<file path="src/rtl/alu_pkg.sv">
// ============================================================================
// alu_pkg : opcode and state encodings shared by the sequential ALU.
// Rev 1.0 : initial release
// ============================================================================
`default_nettype none

package alu_pkg;

   localparam logic [2:0] ALU_AND = 3'b000;
   localparam logic [2:0] ALU_OR  = 3'b001;
   localparam logic [2:0] ALU_ADD = 3'b010;
   localparam logic [2:0] ALU_XOR = 3'b011;
   localparam logic [2:0] ALU_SLL = 3'b100;
   localparam logic [2:0] ALU_MUL = 3'b101;
   localparam logic [2:0] ALU_SUB = 3'b110;
   localparam logic [2:0] ALU_SLT = 3'b111;

   typedef enum logic [1:0] {
      ST_IDLE = 2'd0,
      ST_MUL  = 2'd1,
      ST_DONE = 2'd2
   } state_t;

endpackage

`default_nettype wire

</file>
<file path="src/rtl/alu_mul_iter.sv">
// ============================================================================
// alu_mul_iter : iterative shift-add multiplier, one partial product per cycle.
// Rev 1.0 : initial release
// ============================================================================
`default_nettype none

module alu_mul_iter #(
   parameter int WIDTH = 32
) (
   input  logic             clk_i,
   input  logic             rst_i,
   input  logic             start_i,
   input  logic [WIDTH-1:0] a_i,
   input  logic [WIDTH-1:0] b_i,
   output logic             done_o,
   output logic [WIDTH-1:0] product_o
);

   localparam int CNT_W = $clog2(WIDTH + 1);

   logic [CNT_W-1:0] cnt_q,    cnt_d;
   logic [WIDTH-1:0] mcand_q,  mcand_d;
   logic [WIDTH-1:0] mplier_q, mplier_d;
   logic [WIDTH-1:0] acc_q,    acc_d;
   logic [WIDTH-1:0] sum;

   assign sum = acc_q + (mplier_q[0] ? mcand_q : '0);

   // The last step's sum is handed out directly so the result lands on the same edge.
   assign done_o    = (cnt_q == CNT_W'(1));
   assign product_o = sum;

   always_comb begin
      cnt_d    = cnt_q;
      mcand_d  = mcand_q;
      mplier_d = mplier_q;
      acc_d    = acc_q;
      if (start_i) begin
         cnt_d    = CNT_W'(WIDTH);
         mcand_d  = a_i;
         mplier_d = b_i;
         acc_d    = '0;
      end else if (cnt_q != '0) begin
         cnt_d    = cnt_q - CNT_W'(1);
         mcand_d  = mcand_q << 1;
         mplier_d = mplier_q >> 1;
         acc_d    = sum;
      end
   end

   always_ff @(posedge clk_i or negedge rst_i) begin
      if (!rst_i) begin
         cnt_q    <= '0;
         mcand_q  <= '0;
         mplier_q <= '0;
         acc_q    <= '0;
      end else begin
         cnt_q    <= cnt_d;
         mcand_q  <= mcand_d;
         mplier_q <= mplier_d;
         acc_q    <= acc_d;
      end
   end

endmodule

`default_nettype wire

</file>
<file path="src/rtl/alu_seq.sv">
// ============================================================================
// alu_seq : handshaked EX-stage ALU with registered result/flags, iterative MUL.
// Rev 1.0 : initial release
// ============================================================================
`default_nettype none

module alu_seq
   import alu_pkg::*;
#(
   parameter int WIDTH = 32
) (
   input  logic             clk_i,
   input  logic             rst_i,
   input  logic             valid_i,
   output logic             ready_o,
   input  logic [WIDTH-1:0] data1_i,
   input  logic [WIDTH-1:0] data2_i,
   input  logic [2:0]       ALUCtrl_i,
   output logic             valid_o,
   input  logic             out_ready_i,
   output logic [WIDTH-1:0] data_o,
   output logic             Zero_o,
   output logic             Overflow_o
);

   localparam int SHW = $clog2(WIDTH);

   state_t           state_q, state_d;
   logic [WIDTH-1:0] data_q,  data_d;
   logic             zero_q,  zero_d;
   logic             ovf_q,   ovf_d;

   logic             accept;
   logic             mul_start;
   logic             mul_done;
   logic [WIDTH-1:0] mul_prod;
   logic [WIDTH-1:0] sum, diff, alu_res;
   logic             alu_ovf, lt;

   assign ready_o   = (state_q == ST_IDLE) | ((state_q == ST_DONE) & out_ready_i);
   assign accept    = valid_i & ready_o;
   assign mul_start = accept & (ALUCtrl_i == ALU_MUL);

   assign valid_o    = (state_q == ST_DONE);
   assign data_o     = data_q;
   assign Zero_o     = zero_q;
   assign Overflow_o = ovf_q;

   assign sum  = data1_i + data2_i;
   assign diff = data1_i - data2_i;
   assign lt   = $signed(data1_i) < $signed(data2_i);

   always_comb begin
      alu_res = '0;
      alu_ovf = 1'b0;
      case (ALUCtrl_i)
         ALU_AND: alu_res = data1_i & data2_i;
         ALU_OR:  alu_res = data1_i | data2_i;
         ALU_ADD: begin
            alu_res = sum;
            alu_ovf = (data1_i[WIDTH-1] == data2_i[WIDTH-1]) & (sum[WIDTH-1] != data1_i[WIDTH-1]);
         end
         ALU_XOR: alu_res = data1_i ^ data2_i;
         ALU_SLL: alu_res = data1_i << data2_i[SHW-1:0];
         ALU_SUB: begin
            alu_res = diff;
            alu_ovf = (data1_i[WIDTH-1] != data2_i[WIDTH-1]) & (diff[WIDTH-1] != data1_i[WIDTH-1]);
         end
         ALU_SLT: alu_res = {{(WIDTH-1){1'b0}}, lt};
         default: alu_res = '0;
      endcase
   end

   alu_mul_iter #(
      .WIDTH(WIDTH)
   ) u_mul (
      .clk_i    (clk_i),
      .rst_i    (rst_i),
      .start_i  (mul_start),
      .a_i      (data1_i),
      .b_i      (data2_i),
      .done_o   (mul_done),
      .product_o(mul_prod)
   );

   always_comb begin
      state_d = state_q;
      data_d  = data_q;
      zero_d  = zero_q;
      ovf_d   = ovf_q;
      case (state_q)
         ST_IDLE, ST_DONE: begin
            if ((state_q == ST_DONE) & out_ready_i & ~valid_i) begin
               state_d = ST_IDLE;
            end
            if (accept) begin
               if (ALUCtrl_i == ALU_MUL) begin
                  state_d = ST_MUL;
               end else begin
                  state_d = ST_DONE;
                  data_d  = alu_res;
                  zero_d  = (alu_res == '0);
                  ovf_d   = alu_ovf;
               end
            end
         end
         ST_MUL: begin
            if (mul_done) begin
               state_d = ST_DONE;
               data_d  = mul_prod;
               zero_d  = (mul_prod == '0);
               ovf_d   = 1'b0;
            end
         end
         default: state_d = ST_IDLE;
      endcase
   end

   always_ff @(posedge clk_i or negedge rst_i) begin
      if (!rst_i) begin
         state_q <= ST_IDLE;
         data_q  <= '0;
         zero_q  <= 1'b0;
         ovf_q   <= 1'b0;
      end else begin
         state_q <= state_d;
         data_q  <= data_d;
         zero_q  <= zero_d;
         ovf_q   <= ovf_d;
      end
   end

endmodule

`default_nettype wire

</file>
<file path="config.mk">
export PLATFORM = sky130hd
export DESIGN_NAME = alu_seq
export DESIGN_NICKNAME = d
export VERILOG_FILES = /design/src/rtl/alu_pkg.sv /design/src/rtl/alu_mul_iter.sv /design/src/rtl/alu_seq.sv
export SDC_FILE = /design/constraint.sdc
export NUM_CORES = 1
export LEC_CHECK = 0
export ABC_CLOCK_PERIOD_IN_PS = 4150
export BUFFER_PORTS_ARGS = -buffer_cell sky130_fd_sc_hd__buf_2
export CORE_ASPECT_RATIO = 1.75
export CORE_MARGIN = 5
export CORE_UTILIZATION = 40
export CTS_BUF_LIST = sky130_fd_sc_hd__clkbuf_8
export DETAILED_ROUTE_END_ITERATION = 16
export GPL_TIMING_DRIVEN = 0
export PLACE_DENSITY_LB_ADDON = 0.08
export SYNTH_ARGS = -nofsm -noshare
export SYNTH_HDL_FRONTEND = slang
export SYNTH_HIERARCHICAL = 1
export SYNTH_SLANG_ARGS = --single-unit
</file>
<file path="constraint.sdc">
create_clock -name clk_i -period 4.15 [get_ports clk_i]
set_clock_uncertainty 0.05 [all_clocks]
set_input_delay 0.6225 -clock clk_i [delete_from_list [all_inputs] [get_ports clk_i]]
set_output_delay 0.6225 -clock clk_i [all_outputs]
set_load 0.005 [all_outputs]
</file>
==> metrics.md, run 1 <==
| Metric | Value |
|---|---|
| Most Used Layer, Global Route | `met2` |
| Hold_ws | `0.0199 ns` |
| Core Area | `39000 um2` |
| Fillers | `4037` |
| TritonRoute pass-1 iters | `6` |
| Clk sinks | `138` |
| Avg Inst Size Synth | `7.73 um2` |
| Drt drc | `0` |
| Leak Pwr | `8.40 nW` |
| GR Overflow Total | `0` |
| Critical Path Most Common Cell | `clkbuf_1` |
| WS Path Type | `input pin to flip-flop` |
| Initial antenna violation count | `3` |
| Most used DFF post-synth | `dfrtp_1` |
| Die height | `272 um` |
| Min-delay worst type | `input pin to asynchronous set/reset pin` |
| WP buf/inv | `4` |
| Synth Net Count | `2242` |
| Post-Syn Instances | `2035` |
| Gr usage total | `0.343` |
| Cell-by-cell trace of the critical path | `buf_2, clkbuf_1, nor2_1, clkbuf_1, clkbuf_2, a22oi_1, o22ai_1, a311oi_1, nand2_1, nor3_1, nand4_1, or4_1, o21ai_1` |
| CP endpoint kind | `flip-flop` |
| CP max FO | `10` |
| WL final | `77.6 mm` |
| Vias in the first global route | `17.3k` |
| Num CTS Buffers | `17` |
| Antenna Nets Post-Route | `0` |
| Top Family by Delay on Critical Path | `buffers and inverters` |
| CTS root buf | `clkbuf_8` |
| Area of the multi-input gates | `12100 um2` |
| Worst setup SP type | `input pin` |
| Nets@finish | `2399` |
| CTS tree | `yes` |
| IR drop worst, VDD | `191 uV` |
| Final WS setup | `-0.0333 ns` |
| Worst Path Required | `4.51 ns` |
| Vias per inst | `6.29` |
| Met2 global-route usage | `0.640` |
| Slew HR | `0.275` |
| Crit path arrival time | `4.54 ns` |
| PortBufs | `106` |
| Period utilization | `1.01` |
| Max-Cap Viols | `0` |
| Post-DP Area | `17100 um2` |
| Final Max Slew Viols | `0` |
| Initial Util | `0.403` |
| Hold Vio Cnt, Final | `0` |
| Synthesized flop and latch total | `138` |
| Die ar. | `43500 um2` |
| Seq/Total Area, Yosys | `0.220` |
| Wire length per cell | `28.8 um` |
| Slowest stage delay, CP | `0.52 ns` |
| Initial DRC Count | `1264` |
| Met1 usage | `0.341` |
| Fin area | `18700 um2` |
| Via count | `17.0k` |
| Met3 track demand over resource | `0.0347` |
| Yosys warnings | `6` |
| Clock-pin slew on the worst setup and hold paths | `0.10 ns` |
| Fmax | `0.239 GHz` |
| Max Root-Sink Buffers | `2` |
| Final setup violation count | `1` |
| Period minus WS final | `4.18 ns` |
| Die width | `160 um` |
| Worst-Margin Slew | `1.09 ns` |
| Violated checks | `negative setup slack` |
| Post-Syn Area | `15700 um2` |
| Post-synth ARST share | `1.00` |
| Final GP Congestion | `1.01` |
| P&R area growth vs syn | `18.6%` |
| Share of layout cells above drive strength 1 | `0.190` |
| Clk_lat worst skew | `0.49 ns` |
| Sequential cell area | `3450 um2` |
| First-pass GRT wire length | `112 mm` |
| CP max-delay cell | `a311oi_1` |
| CTS H-tree lvls | `4` |
| Hpwl dp | `62.8 mm` |
| Power per Cell Area | `439 nW/um2` |
| Post-synth EDFFs | `0` |
| Outcome | `complete, but fails checks` |
| Pin count of the biggest net entering global routing | `85` |
| Distinct cells, synth | `93` |
| Num rows | `96` |
| Top Ports | `107` |
| CTS Hold Bufs | `0` |
cell usage in the layout (no fill, tap or decap), types with 15 or more instances in the layout:
| cell | Yosys | layout |
|---|---|---|
| buf_4 | 2 | 45 |
| buf_2 | 23 | 111 |
| a211oi_1 | 27 | 23 |
| and2_1 | 39 | 39 |
| a21oi_1 | 171 | 159 |
| or3_1 | 20 | 18 |
| xnor2_1 | 30 | 27 |
| o211ai_1 | 20 | 20 |
| clkbuf_2 | 1 | 25 |
| clkbuf_1 | 93 | 54 |
| nand4_1 | 23 | 23 |
| o21a_1 | 18 | 18 |
| mux2i_1 | 131 | 128 |
| mux2_2 | 20 | 19 |
| o21ai_0 | 156 | 143 |
| a22oi_1 | 25 | 24 |
| o22ai_1 | 16 | 15 |
| nor2_1 | 161 | 161 |
| clkbuf_8 | 0 | 17 |
| nor2b_1 | 19 | 17 |
| nor4_1 | 24 | 17 |
| inv_1 | 107 | 104 |
| ha_1 | 133 | 117 |
| nand3_1 | 50 | 47 |
| a21o_1 | 31 | 31 |
| nand2b_1 | 18 | 17 |
| dfrtp_1 | 138 | 137 |
| nor3_1 | 40 | 34 |
| nand2_1 | 220 | 216 |
layout make-up:
cell class                      count  area share
Buffer                            129      0.0390
Multi-Input combinational cell   1648       0.649
Antenna cell                        2    0.000268
Clock buffer                       17      0.0125
Tap cell                          490      0.0329
Timing Repair Buffer              146      0.0490
Sequential cell                   138       0.185
Clock inverter                     15     0.00825
Inverter                          112      0.0240
logic make-up (layout without fill, tap and decap cells):
kind of cell | Yosys count | after routing | share of synthesized area
xor gates and xnor gates | 40 | 40 | 0.0223
adders and majority gates | 136 | 136 | 0.110
and+or+nand+nor | 682 | 682 | 0.210
other | 0 | 2 | 0
AOI/OAI and AO/OA | 626 | 626 | 0.260
muxes | 164 | 164 | 0.116
buffers and inverters | 249 | 419 | 0.0632
DFF | 138 | 138 | 0.220
power breakdown:
| group | internal [mW] | switching [mW] | leakage (nW) |
|---|---|---|---|
| logic | 1.81 | 2.93 | 6.48 |
| clock network | 0.498 | 0.681 | 0.195 |
| registers | 1.89 | 0.372 | 1.72 |
| total | 4.20 | 3.98 | 8.40 |
per-layer routing:
metal	up-vias	wire, um
li1	7726	-
met1	8249	26700
met2	696	40400
met3	302	2810
met4	0	7660
met5	-	0
final timing paths:
kind / start / endpoint / slack, ns / cells past startpoint
worst max-delay path: ALUCtrl_i[0] / Zero_o$_DFFE_PN0P_ / -0.03 / 13
worst min-delay path: rst_i / u_mul/cnt_q[3]$_DFFE_PN0P_ / 0.02 / 1
worst max register to register: u_mul/mplier_q[0]$_DFFE_PN0P_ / Zero_o$_DFFE_PN0P_ / 0.07 / 14
worst min register to register: data_o[30]$_DFFE_PN0P_ / data_o[30]$_DFFE_PN0P_ / 0.45 / 1
max in group asynchronous: rst_i / u_mul/mplier_q[27]$_DFFE_PN0P_ / 3.15 / 2
min in group clk_i: data2_i[26] / u_mul/mplier_q[26]$_DFFE_PN0P_ / 0.30 / 3
sequential cells by signal, indices dropped and copies added (netlist names):
register / flops
u_mul/mplier_q: 32
u_mul/mcand_q: 32
state_q: 2
u_mul/cnt_q: 6
u_mul/acc_q: 32
data_o: 32
Overflow_o: 1
Zero_o: 1
synth_stat cells, types with 8 or more instances:
cell,number,area share
inv_1,107,0.026
o31ai_1,15,0.0072
xnor2_1,30,0.017
a21oi_1,171,0.054
o21ai_0,156,0.050
and3_1,13,0.0052
o21a_1,18,0.0086
nand2_1,220,0.053
or4_1,11,0.0053
a21o_1,31,0.015
a31oi_1,11,0.0044
clkbuf_1,93,0.022
buf_1,15,0.0036
a22oi_1,25,0.012
nor4_1,24,0.0095
a211oi_1,27,0.013
mux2i_1,131,0.083
o22ai_1,16,0.0064
a2111oi_0,8,0.0045
nor3_1,40,0.013
nor2b_1,19,0.0076
buf_2,23,0.0073
o21bai_1,15,0.0072
nand3_1,50,0.016
nor2_1,161,0.038
nand2b_1,18,0.0072
nor3b_1,8,0.0038
a211o_1,8,0.0045
and2_1,39,0.016
mux2_2,20,0.014
dfrtp_1,138,0.22
xor2_1,10,0.0056
or3_1,20,0.0080
ha_1,133,0.11
nand4_1,23,0.0091
mux4_2,12,0.017
o211ai_1,20,0.0095
worst reg2reg max path, stage by stage (launching register included):
cell and delay (ns):
dfrtp_2 0.50, and2_1 0.19, ha_1 0.22, fa_1 0.43, a21oi_2 0.16, nand4b_1 0.17
a21oi_2 0.12, o21ai_4 0.23, nand2b_1 0.15, xor2_1 0.23, nor4_1 0.85, nand4_1 0.20
o31ai_2 0.30, o21ai_1 0.12, o21ai_1 0.11
metrics by stage:
step           power [mW]  setup WS [ns]  TNS [ns]   util  std cells
6_report             8.18        -0.0333   -0.0333  0.478       2697
5_1_grt              8.72        -0.0281   -0.0281  0.478       2697
4_1_cts              7.93         -0.138    -0.138  0.459       2674
3_5_place_dp         6.55          -1.83   -175.58  0.437       2632
3_3_place_gp         6.50          -1.87   -169.91  0.436       2631
2_1_floorplan        5.07        -0.0909   -0.0909      -       2035
timing repair:
action,4_1_cts,5_1_grt
buffers inserted,11,28
hold endpoints to repair,0,0
pin swaps,15,54
resized for setup,94,165
endpoints found under the setup margin,115,27
Note: power is estimated with default switching activity, not from simulation.
==> inputs of run 2 (changes only) <==
--- a/config.mk
+++ b/config.mk
@@ -10,7 +10,7 @@
 export CORE_ASPECT_RATIO = 1.75
 export CORE_MARGIN = 5
 export CORE_UTILIZATION = 40
-export CTS_BUF_LIST = sky130_fd_sc_hd__clkbuf_8
+export CTS_BUF_LIST = sky130_fd_sc_hd__clkbuf_16
 export DETAILED_ROUTE_END_ITERATION = 16
 export GPL_TIMING_DRIVEN = 0
 export PLACE_DENSITY_LB_ADDON = 0.08
==> run 2 against run 1 <==
  * The run still ends with negative setup slack left
  * Flip-flop and latch count stayed put
  * Final area increased by 2.3%
  * Utilization up 1.1 points
  * Sequential share of layout area down 0.41 points
  * Critical path type unchanged
  * Largest cell class unchanged
==> metrics.md, run 2 (synthesis gave the netlist of run 1 again) <==
| Metric | Value |
|---|---|
| Period minus WS final | `4.21 ns (was 4.18 ns)` |
| Leak Pwr | `8.62 nW (was 8.40 nW)` |
| Max Root-Sink Buffers | `2 (unchanged)` |
| Nets@finish | `2417 (was 2399)` |
| Outcome | `complete, but fails checks (unchanged)` |
| Final setup violation count | `1 (unchanged)` |
| Worst Path Required | `4.46 ns (was 4.51 ns)` |
| Die width | `160 um (unchanged)` |
| Pwr Total | `8.62 mW (was 8.18 mW)` |
| CTS tree | `yes (unchanged)` |
| Gr usage total | `0.345 (was 0.343)` |
| Worst setup SP type | `input pin (unchanged)` |
| Final Instance Count excl. Fillers | `2713 (was 2697)` |
| Pint | `4.57 mW (was 4.20 mW)` |
| Initial antenna violation count | `0 (was 3)` |
| Hpwl dp | `62.8 mm (unchanged)` |
| CTS H-tree lvls | `4 (unchanged)` |
| Clk_lat worst skew | `0.44 ns (was 0.49 ns)` |
| Placed Cells | `2632 (unchanged)` |
| CP max FO | `10 (unchanged)` |
| Clk sinks | `138 (unchanged)` |
| Die ar. | `43500 um2 (unchanged)` |
| Crit path arrival time | `4.52 ns (was 4.54 ns)` |
| Num CTS Buffers | `17 (unchanged)` |
| N_diodes | `0 (was 2)` |
| WS Path Type | `input pin to flip-flop (unchanged)` |
| Antenna Nets Post-Route | `0 (unchanged)` |
| Psw | `4.05 mW (was 3.98 mW)` |
| PortBufs | `106 (unchanged)` |
| Combinational Power Share | `0.553 (was 0.579)` |
| Leading cell type in the layout, fill and taps excluded | `nand2_1 (unchanged)` |
| Top Ports | `107 (unchanged)` |
| Max-Cap Viols | `0 (unchanged)` |
| Flop pwr share | `0.263 (was 0.276)` |
| Final Max Slew Viols | `0 (unchanged)` |
| Fillers | `3990 (was 4037)` |
| Final GP Congestion | `1.01 (unchanged)` |
| TritonRoute pass-1 iters | `5 (was 6)` |
| Num rows | `96 (unchanged)` |
| Die height | `272 um (unchanged)` |
| Fmax | `0.238 GHz (was 0.239 GHz)` |
| Final WS setup | `-0.0574 ns (was -0.0333 ns)` |
| Drt drc | `0 (unchanged)` |
| Initial Util | `0.403 (unchanged)` |
| Vias in the first global route | `17.3k (about the same)` |
| Initial DRC Count | `1389 (was 1264)` |
| GR Overflow Total | `0 (unchanged)` |
| CTS root buf | `clkbuf_16 (was clkbuf_8)` |
| Power per Cell Area | `452 nW/um2 (was 439 nW/um2)` |
| WL final | `77.9 mm (was 77.6 mm)` |
| Share of layout cells above drive strength 1 | `0.203 (was 0.190)` |
| Worst-Margin Slew | `1.11 ns (was 1.09 ns)` |
| Most frequent cells in the layout | `nand2_1 (216), nor2_1 (161), a21oi_1 (158), o21ai_0 (143), dfrtp_1 (137) (was nand2_1 (216), nor2_1 (161), a21oi_1 (159), o21ai_0 (143), dfrtp_1 (137))` |
| Clock-pin slew on the worst setup and hold paths | `0.07 ns (was 0.10 ns)` |
| Clock share of power | `0.184 (was 0.144)` |
| Switching Fraction | `0.470 (was 0.487)` |
| Slew HR | `0.256 (was 0.275)` |
| First-pass GRT wire length | `112 mm (about the same)` |
| Min-delay worst type | `input pin to asynchronous set/reset pin (unchanged)` |
| Wire length per cell | `28.7 um (was 28.8 um)` |
| Via count | `17.1k (was 17.0k)` |
| Period utilization | `1.01 (about the same)` |
| Hold Vio Cnt, Final | `0 (unchanged)` |
| Core Area | `39000 um2 (unchanged)` |
| P&R area growth vs syn | `21.3% (was 18.6%)` |
| Violated checks | `negative setup slack (unchanged)` |
| CP endpoint kind | `flip-flop (unchanged)` |
| Vias per inst | `6.30 (was 6.29)` |
| Pin count of the biggest net entering global routing | `85 (unchanged)` |
| IR drop worst, VDD | `217 uV (was 191 uV)` |
[run 2: power groups by stage]
stage                     logic, mW  clock network, mW  registers [mW]
after floorplan                2.89                  0            2.18
after global placement         4.24                  0            2.27
after detailed placement       4.27                  0            2.28
after CTS                      4.47               1.61            2.26
after global routing           5.15               1.68            2.33
final                          4.77               1.58            2.27
[run 2: layout make-up]
cell class,instances,area (um2),area share
timing repair buffer,164,1060,0.0554
sequential,138,3450,0.181
tap,490,613,0.0321
clock buffer,17,425,0.0223
clock inverter,15,154,0.00807
buffer,129,742,0.0389
multi-input combinational,1648,12200,0.638
inverter,112,452,0.0237
[run 2: worst paths after layout]
check | to | depth (start not counted) | slack (ns) | from
worst min-delay path | u_mul/cnt_q[3]$_DFFE_PN0P_ | 1 | 0.08 | rst_i
worst max register to register | Zero_o$_DFFE_PN0P_ | 14 | 0.02 | u_mul/mplier_q[0]$_DFFE_PN0P_
worst min register to register | data_o[30]$_DFFE_PN0P_ | 1 | 0.44 | data_o[30]$_DFFE_PN0P_
min in group clk_i | u_mul/mplier_q[26]$_DFFE_PN0P_ | 3 | 0.36 | data2_i[26]
worst max-delay path | Zero_o$_DFFE_PN0P_ | 12 | -0.06 | ALUCtrl_i[0]
max in group asynchronous | u_mul/mplier_q[27]$_DFFE_PN0P_ | 2 | 3.10 | rst_i
[run 2: metrics by stage]
step	hold slack [ns]	TNS [ns]	area [um2]	worst slack (ns)	util
global placement	0.415	-169.91	17000	-1.87	0.436
global route	0.101	-0.0353	19100	-0.0353	0.489
finish	0.0760	-0.0574	19100	-0.0574	0.489
CTS	0.0853	-0.178	18100	-0.178	0.465
detailed placement	0.425	-175.58	17100	-1.83	0.437
floorplan	0.277	-0.0909	15900	-0.0909	-
[run 2: worst max-delay path, cell delays in order]
cell and delay (ns):
buf_2 0.19, clkbuf_1 0.43, nor2_1 0.34, clkbuf_1 0.40, clkbuf_2 0.41, a22oi_1 0.50
o22ai_1 0.14, a31oi_1 0.26, o31ai_2 0.16, a2111o_1 0.39, or4_1 0.51, o21ai_1 0.14
[run 2: per-layer routing]
metal,GRT usage,share of wire
met5,0,0
met3,0.0392,0.043
met2,0.643,0.52
met4,0.282,0.098
met1,0.339,0.34
[run 2: timing repair]
item | 4_1_cts | 5_1_grt
setup endpoints to repair | 117 | 13
pin swaps | 14 | 62
gates cloned | 0 | 1
gates resized for setup | 99 | 181
buffers inserted | 14 | 42
hold buffers | 0 | 0
==> inputs of run 3 (changes only) <==
--- a/config.mk
+++ b/config.mk
@@ -14,6 +14,8 @@
 export DETAILED_ROUTE_END_ITERATION = 16
 export GPL_TIMING_DRIVEN = 0
 export PLACE_DENSITY_LB_ADDON = 0.08
+export SKIP_CTS_REPAIR_TIMING = 1
+export SLEW_MARGIN = 20
 export SYNTH_ARGS = -nofsm -noshare
 export SYNTH_HDL_FRONTEND = slang
 export SYNTH_HIERARCHICAL = 1
==> run 3 against run 2 <==
  * The flow still finishes with violations (negative setup slack)
  * Sequential power is essentially flat
  * Combinational power shrank 3%
  * Total power shrank 0.10%
  * Utilization shrank 1.3 points
  * Flip-flop and latch count is the same
  * Largest power group unchanged
  * Largest cell class unchanged
  * Final cell count shrank 1.1%
  * Setup slack lost 0.15 ns
  * First-iteration DRC count shrank 14%
  * Critical endpoint unchanged
==> metrics.md, run 3 (synthesis gave the netlist of run 1 again) <==
| Metric | Value |
|---|---|
| Fmax | `0.229 GHz (was 0.238 GHz)` |
| Clk_lat worst skew | `0.44 ns (about the same)` |
| Period utilization | `1.05 (was 1.01)` |
| Placed Cells | `2633 (was 2632)` |
| Outcome | `complete, but fails checks (unchanged)` |
| Most frequent cells in the layout | `nand2_1 (217), a21oi_1 (164), nor2_1 (161), o21ai_0 (148), dfrtp_1 (137) (was nand2_1 (216), nor2_1 (161), a21oi_1 (158), o21ai_0 (143), dfrtp_1 (137))` |
| Clock-pin slew on the worst setup and hold paths | `0.07 ns (about the same)` |
| CP endpoint kind | `flip-flop (unchanged)` |
| CTS H-tree lvls | `4 (unchanged)` |
| Critical Path Most Common Cell | `clkbuf_1 (unchanged)` |
| Nets@finish | `2385 (was 2417)` |
| Hold Vio Cnt, Final | `0 (unchanged)` |
| Period minus WS final | `4.36 ns (was 4.21 ns)` |
| Num CTS Buffers | `17 (unchanged)` |
| Final Instance Count excl. Fillers | `2682 (was 2713)` |
| Max-Cap Viols | `0 (unchanged)` |
| Violated checks | `negative setup slack (unchanged)` |
| RSZ-0062 raised after global routing | `yes` |
| Top Ports | `107 (unchanged)` |
| P&R area growth vs syn | `18.0% (was 21.3%)` |
| WS Path Type | `input pin to flip-flop (unchanged)` |
| Wire length per cell | `28.6 um (was 28.7 um)` |
| Gr usage total | `0.339 (was 0.345)` |
| Reg-to-Reg Start | `u_mul/mplier_q[0]$_DFFE_PN0P_ (unchanged)` |
| Worst-Margin Slew | `1.08 ns (was 1.11 ns)` |
| Clk sinks | `138 (unchanged)` |
| Vias per inst | `6.32 (was 6.30)` |
| Worst Path Required | `4.46 ns (about the same)` |
| R2R Setup Slk | `-0.08 ns (was 0.02 ns)` |
| GR Overflow Total | `0 (unchanged)` |
| Worst R2R End | `Zero_o$_DFFE_PN0P_ (unchanged)` |
| Final setup violation count | `2 (was 1)` |
| R2R cell count | `16 (was 14)` |
| Slowest stage delay, CP | `0.54 ns (was 0.51 ns)` |
| Worst setup SP type | `input pin (unchanged)` |
| Min-delay worst type | `input pin to asynchronous set/reset pin (unchanged)` |
| Core Area | `39000 um2 (unchanged)` |
| Die width | `160 um (unchanged)` |
| Drt drc | `0 (unchanged)` |
| Fin area | `18600 um2 (was 19100 um2)` |
| Leak Pwr | `8.39 nW (was 8.62 nW)` |
| CP max FO | `10 (unchanged)` |
| Initial DRC Count | `1197 (was 1389)` |
| Vias in the first global route | `17.2k (was 17.3k)` |
| WL final | `76.6 mm (was 77.9 mm)` |
| Power per Cell Area | `464 nW/um2 (was 452 nW/um2)` |
| Die height | `272 um (unchanged)` |
| Initial antenna violation count | `1 (was 0)` |
| Slew HR | `0.280 (was 0.256)` |
| Crit. Startpoint | `ALUCtrl_i[0] (unchanged)` |
| Via count | `16.9k (was 17.1k)` |
| First-pass GRT wire length | `111 mm (was 112 mm)` |
| Leading cell type in the layout, fill and taps excluded | `nand2_1 (unchanged)` |
| CTS tree | `yes (unchanged)` |
| Die ar. | `43500 um2 (unchanged)` |
| CP max-delay cell | `a311oi_1 (was or4_1)` |
| Initial Util | `0.403 (unchanged)` |
| CTS root buf | `clkbuf_16 (unchanged)` |
| Num rows | `96 (unchanged)` |
| Final WS setup | `-0.210 ns (was -0.0574 ns)` |
| IR drop worst, VDD | `209 uV (was 217 uV)` |
| Final GP Congestion | `1.01 (unchanged)` |
| Hold_ws | `0.0366 ns (was 0.0760 ns)` |
| Crit path arrival time | `4.67 ns (was 4.52 ns)` |
| Antenna Nets Post-Route | `0 (unchanged)` |
| Pin count of the biggest net entering global routing | `85 (unchanged)` |
| Max Root-Sink Buffers | `2 (unchanged)` |
| Setup_tns | `-0.286 ns (was -0.0574 ns)` |
| Post-DP Area | `17100 um2 (about the same)` |
| Cell-by-cell trace of the critical path | `buf_2, clkbuf_1, nor2_1, clkbuf_1, clkbuf_1, a22oi_1, o22ai_1, a311oi_1, nand2_1, nor3_1, nand4_1, or4_1, o21ai_1 (was buf_2, clkbuf_1, nor2_1, clkbuf_1, clkbuf_2, a22oi_1, o22ai_1, a31oi_1, o31ai_2, a2111o_1, or4_1, o21ai_1)` |
| Final Max Slew Viols | `0 (unchanged)` |
| PortBufs | `106 (unchanged)` |
| TritonRoute pass-1 iters | `6 (was 5)` |
| Hpwl dp | `62.8 mm (about the same)` |
| Share of layout cells above drive strength 1 | `0.169 (was 0.203)` |
[run 3: cell types whose count changed in the layout (fill, tap and decap cells not counted), moves of 5 or more]
cell | previous run | this run
ha_2 | 11 | 4
clkbuf_4 | 16 | 11
buf_2 | 112 | 119
clkbuf_2 | 30 | 22
clkbuf_1 | 50 | 61
buf_4 | 58 | 22
o21ai_0 | 143 | 148
a21oi_1 | 158 | 164
ha_1 | 117 | 127
[run 3: critical path, delay by kind of cell]
| family | cells | cell delay [ns] |
|---|---|---|
| AO/OA/AOI/OAI | 4 | 1.22 |
| buffers and inverters | 4 | 1.52 |
| AND/OR/NAND/NOR | 5 | 1.28 |
[run 3: area by class of cell]
type	instances	area, um2
antenna	1	2.50
sequential	138	3450
buffer	132	722
clock buffer	17	425
timing repair buffer	129	762
fill	4029	20500
clock inverter	15	203
tap	490	613
multi-input combinational	1648	11900
inverter	112	457
[run 3: worst max-delay path by stage]
stage / to / cells after the start / slack, ns
floorplan: Zero_o$_DFFE_PN0P_ / 16 / -0.09
global placement: Zero_o$_DFFE_PN0P_ / 15 / -1.87
detailed placement: Zero_o$_DFFE_PN0P_ / 15 / -1.80
CTS: Zero_o$_DFFE_PN0P_ / 15 / -1.35
global route: Zero_o$_DFFE_PN0P_ / 14 / -0.18
finish: Zero_o$_DFFE_PN0P_ / 13 / -0.21
[run 3: stage by stage]
step	setup WS, ns	utilization	power [mW]
6_report	-0.210	0.476	8.61
2_1_floorplan	-0.0909	-	5.07
4_1_cts	-1.35	0.453	8.28
3_3_place_gp	-1.87	0.436	6.50
3_5_place_dp	-1.80	0.437	6.55
5_1_grt	-0.179	0.475	9.15
[run 3: power breakdown]
part           leakage (nW)  internal (mW)  switching, mW
Clock                 0.304          0.974          0.728
Combinational          6.36           1.74           2.90
Sequential             1.72           1.89          0.374
Total                  8.39           4.61           4.00
[run 3: layer usage]
layer	vias to the layer above	global-route usage	part of all wire
met5	-	0	0
met4	0	0.272	0.097
met3	275	0.0344	0.044
met2	712	0.632	0.52
met1	8257	0.339	0.34
li1	7705	-	-
